`config.mk`:
```
export PLATFORM = sky130hd
export DESIGN_NAME = gpio_port
export DESIGN_NICKNAME = d
export VERILOG_FILES = /design/src/rtl/gpio_port.sv
export SDC_FILE = /design/constraint.sdc
export NUM_CORES = 1
export LEC_CHECK = 0
export ABC_AREA = 1
export BUFFER_PORTS_ARGS = -buffer_cell sky130_fd_sc_hd__buf_2
export CAP_MARGIN = 0
export CORE_MARGIN = 2
export CORE_UTILIZATION = 45
export CTS_CLUSTER_DIAMETER = 80
export CTS_CLUSTER_SIZE = 28
export DETAILED_ROUTE_END_ITERATION = 8
export GPL_TIMING_DRIVEN = 1
export HOLD_SLACK_MARGIN = 0.15
export PLACE_DENSITY = 0.84
export SLEW_MARGIN = 25
export SYNTH_ARGS = -nofsm -noshare
export SYNTH_HDL_FRONTEND = slang
export SYNTH_HIERARCHICAL = 1
export SYNTH_SLANG_ARGS = --single-unit
```
`constraint.sdc`:
```
create_clock -name clk -period 2.76 [get_ports clk]
set_clock_uncertainty 0.05 [all_clocks]
set_input_delay 0 -clock clk [delete_from_list [all_inputs] [get_ports clk]]
set_output_delay 0 -clock clk [all_outputs]
set_load 0.01 [all_outputs]
```
`src/rtl/gpio_port.sv`:
```
// gpio_port: memory-mapped WIDTH-bit GPIO slave for the FemtoRV32 bus.
//   Registers: OUT, DIR, IN (synchronised pins), SET/CLR/TGL (atomic OUT
//   updates), RISE_EN, FALL_EN, STATUS (sticky edge flags, write-1-to-clear).
// Ports:
//   clk, reset_n       clock, async active-low reset
//   sel, addr, wdata,  bus slave: write when sel & |wmask (byte-lane strobes),
//   wmask, rstrb       read when sel & rstrb
//   rdata              registered read data, valid the cycle after rstrb
//   gpio_in            asynchronous pin inputs
//   gpio_out, gpio_oe  OUT and DIR registers
//   irq                OR of STATUS

// Per-pin input synchroniser plus edge detector.
module gpio_pin_sync #(
  parameter int SYNC_STAGES = 2
) (
  input  logic clk,
  input  logic reset_n,
  input  logic pin,
  input  logic rise_en,
  input  logic fall_en,
  output logic in_sync,
  output logic evt
);
  logic [SYNC_STAGES-1:0] chain;
  logic                   prev;

  always_ff @(posedge clk or negedge reset_n) begin
    if (!reset_n) begin
      chain <= '0;
      prev  <= 1'b0;
    end else begin
      chain <= {chain[SYNC_STAGES-2:0], pin};
      prev  <= chain[SYNC_STAGES-1];
    end
  end

  assign in_sync = chain[SYNC_STAGES-1];
  assign evt     = (in_sync & ~prev & rise_en) | (~in_sync & prev & fall_en);
endmodule

module gpio_port #(
  parameter int               WIDTH       = 5,
  parameter int               SYNC_STAGES = 2,
  parameter logic [WIDTH-1:0] OUT_RESET   = {WIDTH{1'b0}},
  parameter logic [WIDTH-1:0] DIR_RESET   = {WIDTH{1'b0}}
) (
  input  logic             clk,
  input  logic             reset_n,
  input  logic             sel,
  input  logic [5:0]       addr,
  input  logic [31:0]      wdata,
  input  logic [3:0]       wmask,
  input  logic             rstrb,
  output logic [31:0]      rdata,
  input  logic [WIDTH-1:0] gpio_in,
  output logic [WIDTH-1:0] gpio_out,
  output logic [WIDTH-1:0] gpio_oe,
  output logic             irq
);
  localparam logic [3:0] A_OUT = 4'd0, A_DIR = 4'd1, A_IN = 4'd2, A_SET = 4'd3,
                         A_CLR = 4'd4, A_TGL = 4'd5, A_REN = 4'd6, A_FEN = 4'd7,
                         A_STS = 4'd8;

  logic [WIDTH-1:0] out_q, dir_q, ren_q, fen_q, sts_q;
  logic [WIDTH-1:0] out_n, dir_n, ren_n, fen_n, sts_n;
  logic [WIDTH-1:0] in_sync, evt, w1c;
  logic [31:0]      lane_m, wd, rd_val;
  logic [WIDTH-1:0] lm_w, wd_w;
  logic [3:0]       idx;
  logic             we, re;

  assign idx  = addr[5:2];
  assign we   = sel & (|wmask);
  assign re   = sel & rstrb;

  // Byte strobes widened to a bit mask; masked-off lanes read as zero data.
  assign lane_m = {{8{wmask[3]}}, {8{wmask[2]}}, {8{wmask[1]}}, {8{wmask[0]}}};
  assign wd     = wdata & lane_m;
  assign lm_w   = lane_m[WIDTH-1:0];
  assign wd_w   = wd[WIDTH-1:0];

  logic unused_ok;
  assign unused_ok = ^{addr[1:0], wd, lane_m};

  genvar g;
  generate
    for (g = 0; g < WIDTH; g++) begin : g_pin
      gpio_pin_sync #(.SYNC_STAGES(SYNC_STAGES)) u_pin (
        .clk     (clk),
        .reset_n (reset_n),
        .pin     (gpio_in[g]),
        .rise_en (ren_q[g]),
        .fall_en (fen_q[g]),
        .in_sync (in_sync[g]),
        .evt     (evt[g])
      );
    end
  endgenerate

  always_comb begin
    out_n = out_q;
    dir_n = dir_q;
    ren_n = ren_q;
    fen_n = fen_q;
    w1c   = '0;
    if (we) begin
      case (idx)
        A_OUT:   out_n = (out_q & ~lm_w) | wd_w;
        A_DIR:   dir_n = (dir_q & ~lm_w) | wd_w;
        A_SET:   out_n = out_q | wd_w;
        A_CLR:   out_n = out_q & ~wd_w;
        A_TGL:   out_n = out_q ^ wd_w;
        A_REN:   ren_n = (ren_q & ~lm_w) | wd_w;
        A_FEN:   fen_n = (fen_q & ~lm_w) | wd_w;
        A_STS:   w1c   = wd_w;
        default: ;
      endcase
    end
    // A new edge wins over a simultaneous clear of the same bit.
    sts_n = (sts_q & ~w1c) | evt;
  end

  always_comb begin
    rd_val = '0;
    case (idx)
      A_OUT:   rd_val[WIDTH-1:0] = out_q;
      A_DIR:   rd_val[WIDTH-1:0] = dir_q;
      A_IN:    rd_val[WIDTH-1:0] = in_sync;
      A_REN:   rd_val[WIDTH-1:0] = ren_q;
      A_FEN:   rd_val[WIDTH-1:0] = fen_q;
      A_STS:   rd_val[WIDTH-1:0] = sts_q;
      default: ;
    endcase
  end

  always_ff @(posedge clk or negedge reset_n) begin
    if (!reset_n) begin
      out_q <= OUT_RESET;
      dir_q <= DIR_RESET;
      ren_q <= '0;
      fen_q <= '0;
      sts_q <= '0;
      rdata <= '0;
    end else begin
      out_q <= out_n;
      dir_q <= dir_n;
      ren_q <= ren_n;
      fen_q <= fen_n;
      sts_q <= sts_n;
      // Sampled from current state, so a same-cycle write reads back old data.
      if (re) rdata <= rd_val;
    end
  end

  assign gpio_out = out_q;
  assign gpio_oe  = dir_q;
  assign irq      = |sts_q;
endmodule

```
==> results_dict.tcl, run 1 <==
set metrics [dict create \
    route.detailed.drc 0 \
    vias 2127 \
    cts-root-buf "clkbuf_8" \
    min_period_over_period_pct 48.6 \
    placed_cells 408 \
    drt-wirelength-per-cell_um 12.8 \
    wirelength_um 5500 \
    fin_hold_ws_ps 158 \
    cp.arrival_ps 1470 \
    drt_first_pass_iters 4 \
    clockBufferDepth 2 \
    clk_pin_slew_ps 80 \
    grt_max_degree 46 \
    p_per_area_nw_per_um2 608 \
    r2r_start "gpio_out[2]" \
    nNetsFinal 414 \
    fp.coreArea_um2 5170 \
    synth_cell_type_count 23 \
    min_path_type "input pin to asynchronous set/reset pin" \
    end_kind "register" \
    syn2layout_area_growth_pct 16.7 \
    totalNegativeSetupSlack_ps 0 \
    maxCapViolCount 0 \
    slew_headroom_pct 43.5 \
    crit_path_start_kind "input pin" \
    netlist_area_um2 2450 \
    detail-route-antenna-nets 0 \
    syn_avg_cell_area_um2 8.00 \
    yosys.area.top_type "dfrtp_1" \
    grt_pass1_wl_um 9010 \
    worst_slew_pin_slew_ps 844 \
    path_class "input pin to register" \
    seq_area_frac_synth_pct 46.0 \
    synth-seq-cells 45 \
    n_antenna_cell 0 \
    finalSetupViolations 0 \
    peakVddDrop_uv 454 \
    slew_violations 0 \
    crit_fanout 13 \
    pre_cts_slack_ps 1280 \
    fin_cells 429 \
    seq_area_um2 1130 \
    rsz0062_at_grt "false" \
    min_period_ps 1340 \
    drt-initial-drc-count 85 \
    fin_util_pct 55.2 \
    hold_viol 0 \
    gp_congestion 0.886 \
    synth_cells 306 \
    htree_levels 2 \
    post_route_cells_drive_above_1_share_pct 16.4 \
    die-height_um 77.8 \
    setup_slack_ps 1420 \
    insertion_delay_ps 310 \
    dpl.hpwl_um 3920 \
    grt_overflow 0 \
    worstPathRequired_ps 2890 \
    cts_setup_buffers 0 \
    io_pins 94 \
    start_util_pct 47.3 \
    status "finished clean" \
    nFillCells 497 \
    p_leak_uw 0.00151 \
    synth_top_area_share_pct 46.0 \
    synth_area_leaders "dfrtp_1 46%, nand2_1 11%, nand3_1 9.6%" \
    numCtsBuffers 5 \
    multi_input_area_um2 1060 \
    viasPerCell 4.96 \
    antenna_found_initial 0 \
    cts_resized 0 \
    io_buffers 37 \
    startpoint "wmask[0]" \
    grt_pass1_vias 1950 \
    grtUsageTotal_pct 18.9 \
    fmax_ghz 0.746 \
    cts_tree "done" \
    fp.dieW_um 77.8 \
    dieArea_um2 6050 \
    ys_warn_count 6 \
    rows 26 \
    clock-sinks 45 \
]
[final cells by class]
class | instances | area share, %
inverter | 33 | 4.34
clock inverter | 3 | 2.28
clock buffer | 5 | 2.41
tap | 70 | 3.07
sequential | 45 | 39.4
timing repair buffer | 51 | 11.4
multi-input combinational | 222 | 37.1
[synth_stat cells, drive strengths merged]
| master | n |
|---|---|
| conb | 1 |
| dfrtp | 45 |
| o31ai | 1 |
| nand2 | 74 |
| nand3b | 5 |
| inv | 32 |
| clkinv | 1 |
| buf | 32 |
| ha | 5 |
| nor3 | 5 |
| a21oi | 6 |
| o21bai | 4 |
| nor2 | 30 |
| o21ai | 15 |
| nand3 | 50 |
[routing by layer]
layer / vias to the layer above / share of wire, % / global-route usage, %
met5: - / 0 / 0
met2: 99 / 47 / 29.6
met1: 989 / 42 / 25.0
li1: 1027 / - / -
met3: 12 / 8.4 / 4.53
met4: 0 / 2.0 / 8.39
[kinds of logic (layout without fill, tap and decap cells)]
logic type / count (synthesis) / count (layout) / synth area share [%]
adder cells (fa/ha/maj): 5 / 5 / 2.55
AO/OA/AOI/OAI: 26 / 26 / 5.83
buffers and inverters: 65 / 92 / 14.7
AND/OR/NAND/NOR: 164 / 164 / 30.8
flip-flops: 45 / 45 / 46.0
other: 1 / 27 / 0.153
[final timing paths]
kind | endpoint | cells after the start | slack (ps)
worst max register to register | gpio_out[2] | 5 | 1560
worst min register to register | g_pin[1].u_pin/chain[1] | 0 | 300
worst min-delay path | asynchronous set/reset pin | 2 | 160
min in group clk | register | 4 | 160
worst max-delay path | register | 7 | 1420
max in group asynchronous | gpio_out[4] | 2 | 2120
[per-stage QoR]
step                total power (uW)  cell area [um^2]
floorplan                       1040              2550
global placement                1120              2590
detailed placement              1140              2590
CTS                             1740              2850
global route                    1830              2860
finish                          1740              2860
[worst max-delay path: stages]
cell and delay, ps:
dlygate4sd3_1 530, buf_2 230, nand2_1 100, inv_1 150, nand2_1 260, nand2_1 130, o21ai_1 70
[cells in the final DEF, fill, tap and decap left out, types with 6 or more instances in the layout]
cell and instances:
nand3_1 47, a21oi_1 6, nand2_1 73, buf_2 36, nor2_1 26, inv_1 27, o21ai_1 15, conb_1 27
dlygate4sd3_1 13, dfrtp_1 45
[report_power, final]
part	internal (uW)	switching [uW]	total [uW]
Sequential	749	75.4	824
Combinational	130	190	319
Clock	360	233	593
[repair_timing]
| item | in CTS | in global routing |
|---|---|---|
| hold buffers | 13 | 0 |
| endpoints found under the hold margin | 75 | 0 |
| endpoints found under the setup margin | 0 | 0 |
Note: power is estimated with default switching activity, not from simulation.
==> run 2: changes to the inputs <==
Settings changed: CORE_UTILIZATION 45 to 44, PLACE_DENSITY 0.84 to 0.86.
Clock period 2.76 ns to 1.1 ns, I/O delays scaled along.
==> run 2 against run 1 <==
Compared with the run above:
- the flow now finishes with violations (negative setup slack)
- die area rose by 2.2%
- sequential share of layout area fell by 3.0 points
- flip-flop and latch count did not move
- clock power rose by 120%
- critical path type unchanged
- clock-buffer cell count rose by 2
- wire length rose by 14%
- non-clock buffer count rose by 26
- hold slack got worse by 120 ps
- final cell count rose by 6.5%
- combinational power rose to 3.2 times the previous value
- total power rose to 2.5 times the previous value
==> results_dict.tcl, run 2 (same netlist as run 1, synthesis figures left out) <==
set metrics [dict create \
    wirelength_um 6260 \
    fin_util_pct 56.8 \
    rows 27 \
    fin_cells 457 \
    p_clk_share_pct 30.1 \
    io_pins 94 \
    seq_power_share_pct 46.8 \
    busiest_layer "met2" \
    rsz0062_at_grt "true" \
    finalSetupViolations 4 \
    cts_tree "done" \
    r2r_end "gpio_out[3]" \
    clk_pin_slew_ps 90 \
    crit_fanout 2 \
    nFillCells 472 \
    whs_endpoint "gpio_out[0]" \
    detail-route-antenna-nets 0 \
    fin_hold_ws_ps 38.8 \
    insertion_delay_ps 310 \
    p_comb_share_pct 23.1 \
    numCtsBuffers 5 \
    min_period_ps 1220 \
    min-delay-start "wdata[0]" \
    crit_path_start_kind "input pin" \
    seq_area_um2 1130 \
    startpoint "wdata[2]" \
    drt_first_pass_iters 5 \
    grtUsageTotal_pct 21.4 \
    met3_usage_pct 4.37 \
    io_buffers 37 \
    layout_commonest_cell "nand2_1" \
    min_path_type "input pin to register" \
    gp_congestion 0.872 \
    clockBufferDepth 2 \
    path_class "input pin to register" \
    route.detailed.drc 0 \
    status "finished, violations left" \
    fp.dieW_um 78.6 \
    placed_cells 427 \
    peakVddDrop_uv 968 \
    htree_levels 2 \
    syn2layout_area_growth_pct 26.1 \
    clock-sinks 45 \
    p_leak_uw 0.00163 \
    die-height_um 78.6 \
    multi_input_area_um2 1080 \
    hold_viol 0 \
    grt_max_degree 46 \
    cts-root-buf "clkbuf_8" \
    totalNegativeSetupSlack_ps -362 \
    start_util_pct 45.0 \
    grt_pass1_wl_um 10300 \
    dieArea_um2 6180 \
    min_period_over_period_pct 111 \
    grt.met1_usage_pct 28.1 \
    violations "negative setup slack" \
    antenna_found_initial 0 \
    p_per_area_nw_per_um2 1420 \
    hold_path_depth 5 \
    worstPathRequired_ps 1310 \
    most-common-layout-cells "73 x nand2_1, 46 x nand3_1, 45 x dfrtp_1" \
    cp.arrival_ps 1430 \
    maxCapViolCount 0 \
    drt-initial-drc-count 301 \
    viasPerCell 5.06 \
    gr-usage-met2_pct 34.3 \
    grt_overflow 0 \
    p_sw_uw 1310 \
    grt_pass1_vias 2149 \
    fp.coreArea_um2 5440 \
    end_kind "register" \
    r2r_slack_ps -30 \
    dpl.hpwl_um 4230 \
    vias 2313 \
    drt-wirelength-per-cell_um 13.7 \
    rr_worst_depth 5 \
    post_route_cells_drive_above_1_share_pct 21.3 \
    r2r_start "gpio_out[3]" \
    fmax_ghz 0.817 \
    nNetsFinal 440 \
    internal_power_uw 3070 \
    n_antenna_cell 0 \
    setup_slack_ps -125 \
    swShare_pct 29.9 \
    slew_violations 0 \
    pre_cts_slack_ps -71.2 \
]
==> run 2: cell types whose count changed in the layout (fill, tap and decap cells not counted), sizes merged <==
cell / before / now
dlygate4sd3: 13 / 19
buf: 38 / 57
bufinv: 2 / 1
clkbuf: 5 / 8
clkinv: 2 / 1
==> run 2: final cells by class <==
| cell class | instances | share of cell area (%) |
|---|---|---|
| Sequential cell | 45 | 36.5 |
| Multi-Input combinational cell | 222 | 35.1 |
| Timing Repair Buffer | 77 | 17.7 |
| Inverter | 33 | 4.01 |
| Tap cell | 72 | 2.92 |
| Clock buffer | 7 | 2.80 |
| Clock inverter | 1 | 0.972 |
==> run 2: worst max-delay path by stage <==
stage | slack (ps) | cells after the start | to
after floorplan | 5 | 5 | gpio_out[0]
after global placement | -30 | 7 | register
after detailed placement | -70 | 7 | register
after CTS | -100 | 3 | irq
after global routing | -180 | 8 | gpio_out[2]
final | -120 | 8 | gpio_out[2]
==> run 2: critical path, cell delays in order <==
cell and delay [ps]:
buf_2 100, dlygate4sd3_1 600, nand2_1 100, ha_1 300, nand3b_1 160, nand3_1 70
nand2_1 50, nand2_1 50
==> run 2: layer usage <==
metal / vias to the layer above / wire, um
met4: 0 / 163
met5: - / 0
met1: 1081 / 2560
met3: 18 / 531
met2: 135 / 3010
li1: 1079 / -
==> run 2: what timing repair did <==
item / 4_1_cts / 5_1_grt
gates cloned: 0 / 0
hold buffers: 18 / 5
pin swaps: 2 / 4
buffers inserted: 2 / 1
setup endpoints to repair: 4 / 9
gates resized for setup: 1 / 5
endpoints found under the hold margin: 76 / 7
==> run 2: metrics by stage <==
stage	area [um^2]	total power, uW
floorplan	2550	2610
global placement	2730	2930
detailed placement	2730	2980
CTS	3050	4350
global route	3090	4610
finish	3090	4380
==> run 2: power by group through the flow <==
stage / combinational [uW] / clock (uW) / sequential [uW]
2_1_floorplan: 506 / 0 / 2100
3_3_place_gp: 870 / 0 / 2060
3_5_place_dp: 908 / 0 / 2070
4_1_cts: 983 / 1320 / 2040
5_1_grt: 1140 / 1390 / 2080
6_report: 1010 / 1320 / 2050
==> run 3: changes to the inputs <==
Settings changed: CORE_UTILIZATION 44 to 45, PLACE_DENSITY 0.86 to 0.84.
Clock period 1.1 ns to 1.35 ns, I/O delays scaled along.
==> run 3 against run 2 <==
Compared with the run above:
- via count shrank 7.8%
- first-iteration DRC count shrank 33%
- final cell count shrank 5.3%
- total power shrank 23%
- highest routed layer unchanged
- the flow now finishes without violations
- utilization shrank 0.78 points
- non-clock buffer count shrank 22
- sequential share of layout area grew 2.4 points
- hold slack gained 54 ps
- combinational power shrank 33%
- cell area shrank 6.2%
- wire length shrank 12%
- largest power group unchanged
- largest cell class unchanged
- worst setup slack gained 170 ps
==> results_dict.tcl, run 3 (same netlist as run 1, synthesis figures left out) <==
set metrics [dict create \
    insertion_delay_ps 310 \
    min_period_over_period_pct 96.5 \
    crit_path_start_kind "register" \
    r2r_slack_ps 150 \
    maxCapViolCount 0 \
    htree_levels 2 \
    p_per_area_nw_per_um2 1170 \
    worstPathRequired_ps 1300 \
    grt_overflow 0 \
    dpl.hpwl_um 4050 \
    clockBufferDepth 2 \
    route.detailed.drc 0 \
    gp_congestion 0.893 \
    rsz0062_at_grt "false" \
    path_class "register to output port" \
    wirelength_um 5500 \
    peakVddDrop_uv 793 \
    layout_commonest_cell "nand2_1" \
    viasPerCell 4.93 \
    dpl_cell_area_um2 2650 \
    rows 26 \
    most-common-layout-cells "73 x nand2_1, 47 x nand3_1, 45 x dfrtp_1" \
    drt_first_pass_iters 5 \
    dieArea_um2 6050 \
    p_leak_uw 0.00153 \
    clock-sinks 45 \
    vias 2133 \
    antenna_found_initial 0 \
    finalSetupViolations 0 \
    cp.arrival_ps 1250 \
    holdBufCountCts 15 \
    crit_fanout 3 \
    end_kind "output port" \
    cts_tree "done" \
    io_pins 94 \
    numCtsBuffers 5 \
    fp.coreArea_um2 5170 \
    detail-route-antenna-nets 0 \
    totalNegativeSetupSlack_ps 0 \
    cts-root-buf "clkbuf_8" \
    start_util_pct 47.3 \
    die-height_um 77.8 \
    placed_cells 412 \
    hold_viol 0 \
    post_route_cells_drive_above_1_share_pct 16.8 \
    grt_max_degree 29 \
    fin_cells 433 \
    final_cell_area_um2 2900 \
    fp.dieW_um 77.8 \
    clk_pin_slew_ps 90 \
    fin_hold_ws_ps 92.6 \
    fmax_ghz 0.768 \
    min_period_ps 1300 \
    drt-wirelength-per-cell_um 12.7 \
    n_antenna_cell 0 \
    slew_violations 0 \
    grtUsageTotal_pct 19.1 \
    min_path_type "input pin to register" \
    io_buffers 37 \
    syn2layout_area_growth_pct 18.3 \
    status "finished clean" \
    cts_setup_buffers 0 \
    nNetsFinal 418 \
    p_total_uw 3380 \
    grt_pass1_wl_um 8950 \
    drt-initial-drc-count 202 \
    grt_pass1_vias 1916 \
]
## run 3: final cells by class
type	count	area, um^2
clock buffer	6	72.6
multi-input combinational	222	1060
clock inverter	2	38.8
tap	70	87.6
inverter	33	124
fill	469	2280
sequential	45	1130
timing repair buffer	55	388
## run 3: worst max-delay path: stages (launching register included)
cell     delay (ps)
dfrtp_1         410
nor3_1          270
nand3_1         110
buf_2           150
## run 3: layer usage
layer | wire length [um] | GRT usage [%]
met5 | 0 | 0
met1 | 2430 | 25.3
met4 | 138 | 7.14
met2 | 2540 | 30.8
met3 | 391 | 3.84
## run 3: final timing paths
kind	start	to	cells past startpoint
setup / recovery	sts_q[2]	irq	3
hold / removal	wmask[0]	sts_q[2]	4
setup reg to reg	gpio_out[1]	gpio_out[1]	5
hold reg to reg	g_pin[4].u_pin/chain[0]	g_pin[4].u_pin/chain[1]	0
max in group asynchronous	reset_n	g_pin[3].u_pin/chain[1]	4
min in group asynchronous	reset_n	sts_q[2]	3
## run 3: where the power goes
group / total (uW) / internal, uW / switching, uW
clock: 1020 / 556 / 464
combinational: 673 / 282 / 391
sequential: 1690 / 1530 / 159
## run 3: what timing repair did
action | 4_1_cts | 5_1_grt
setup endpoints to repair | 0 | 30
gates resized for setup | 0 | 2
hold endpoints to repair | 75 | 2
## run 3: stage by stage
| step | setup WS (ps) | util (%) |
|---|---|---|
| 2_1_floorplan | 218 | - |
| 3_3_place_gp | 195 | 51.1 |
| 3_5_place_dp | 166 | 51.1 |
| 4_1_cts | 20.9 | 56.2 |
| 5_1_grt | 2.17 | 56.0 |
| 6_report | 47.9 | 56.0 |
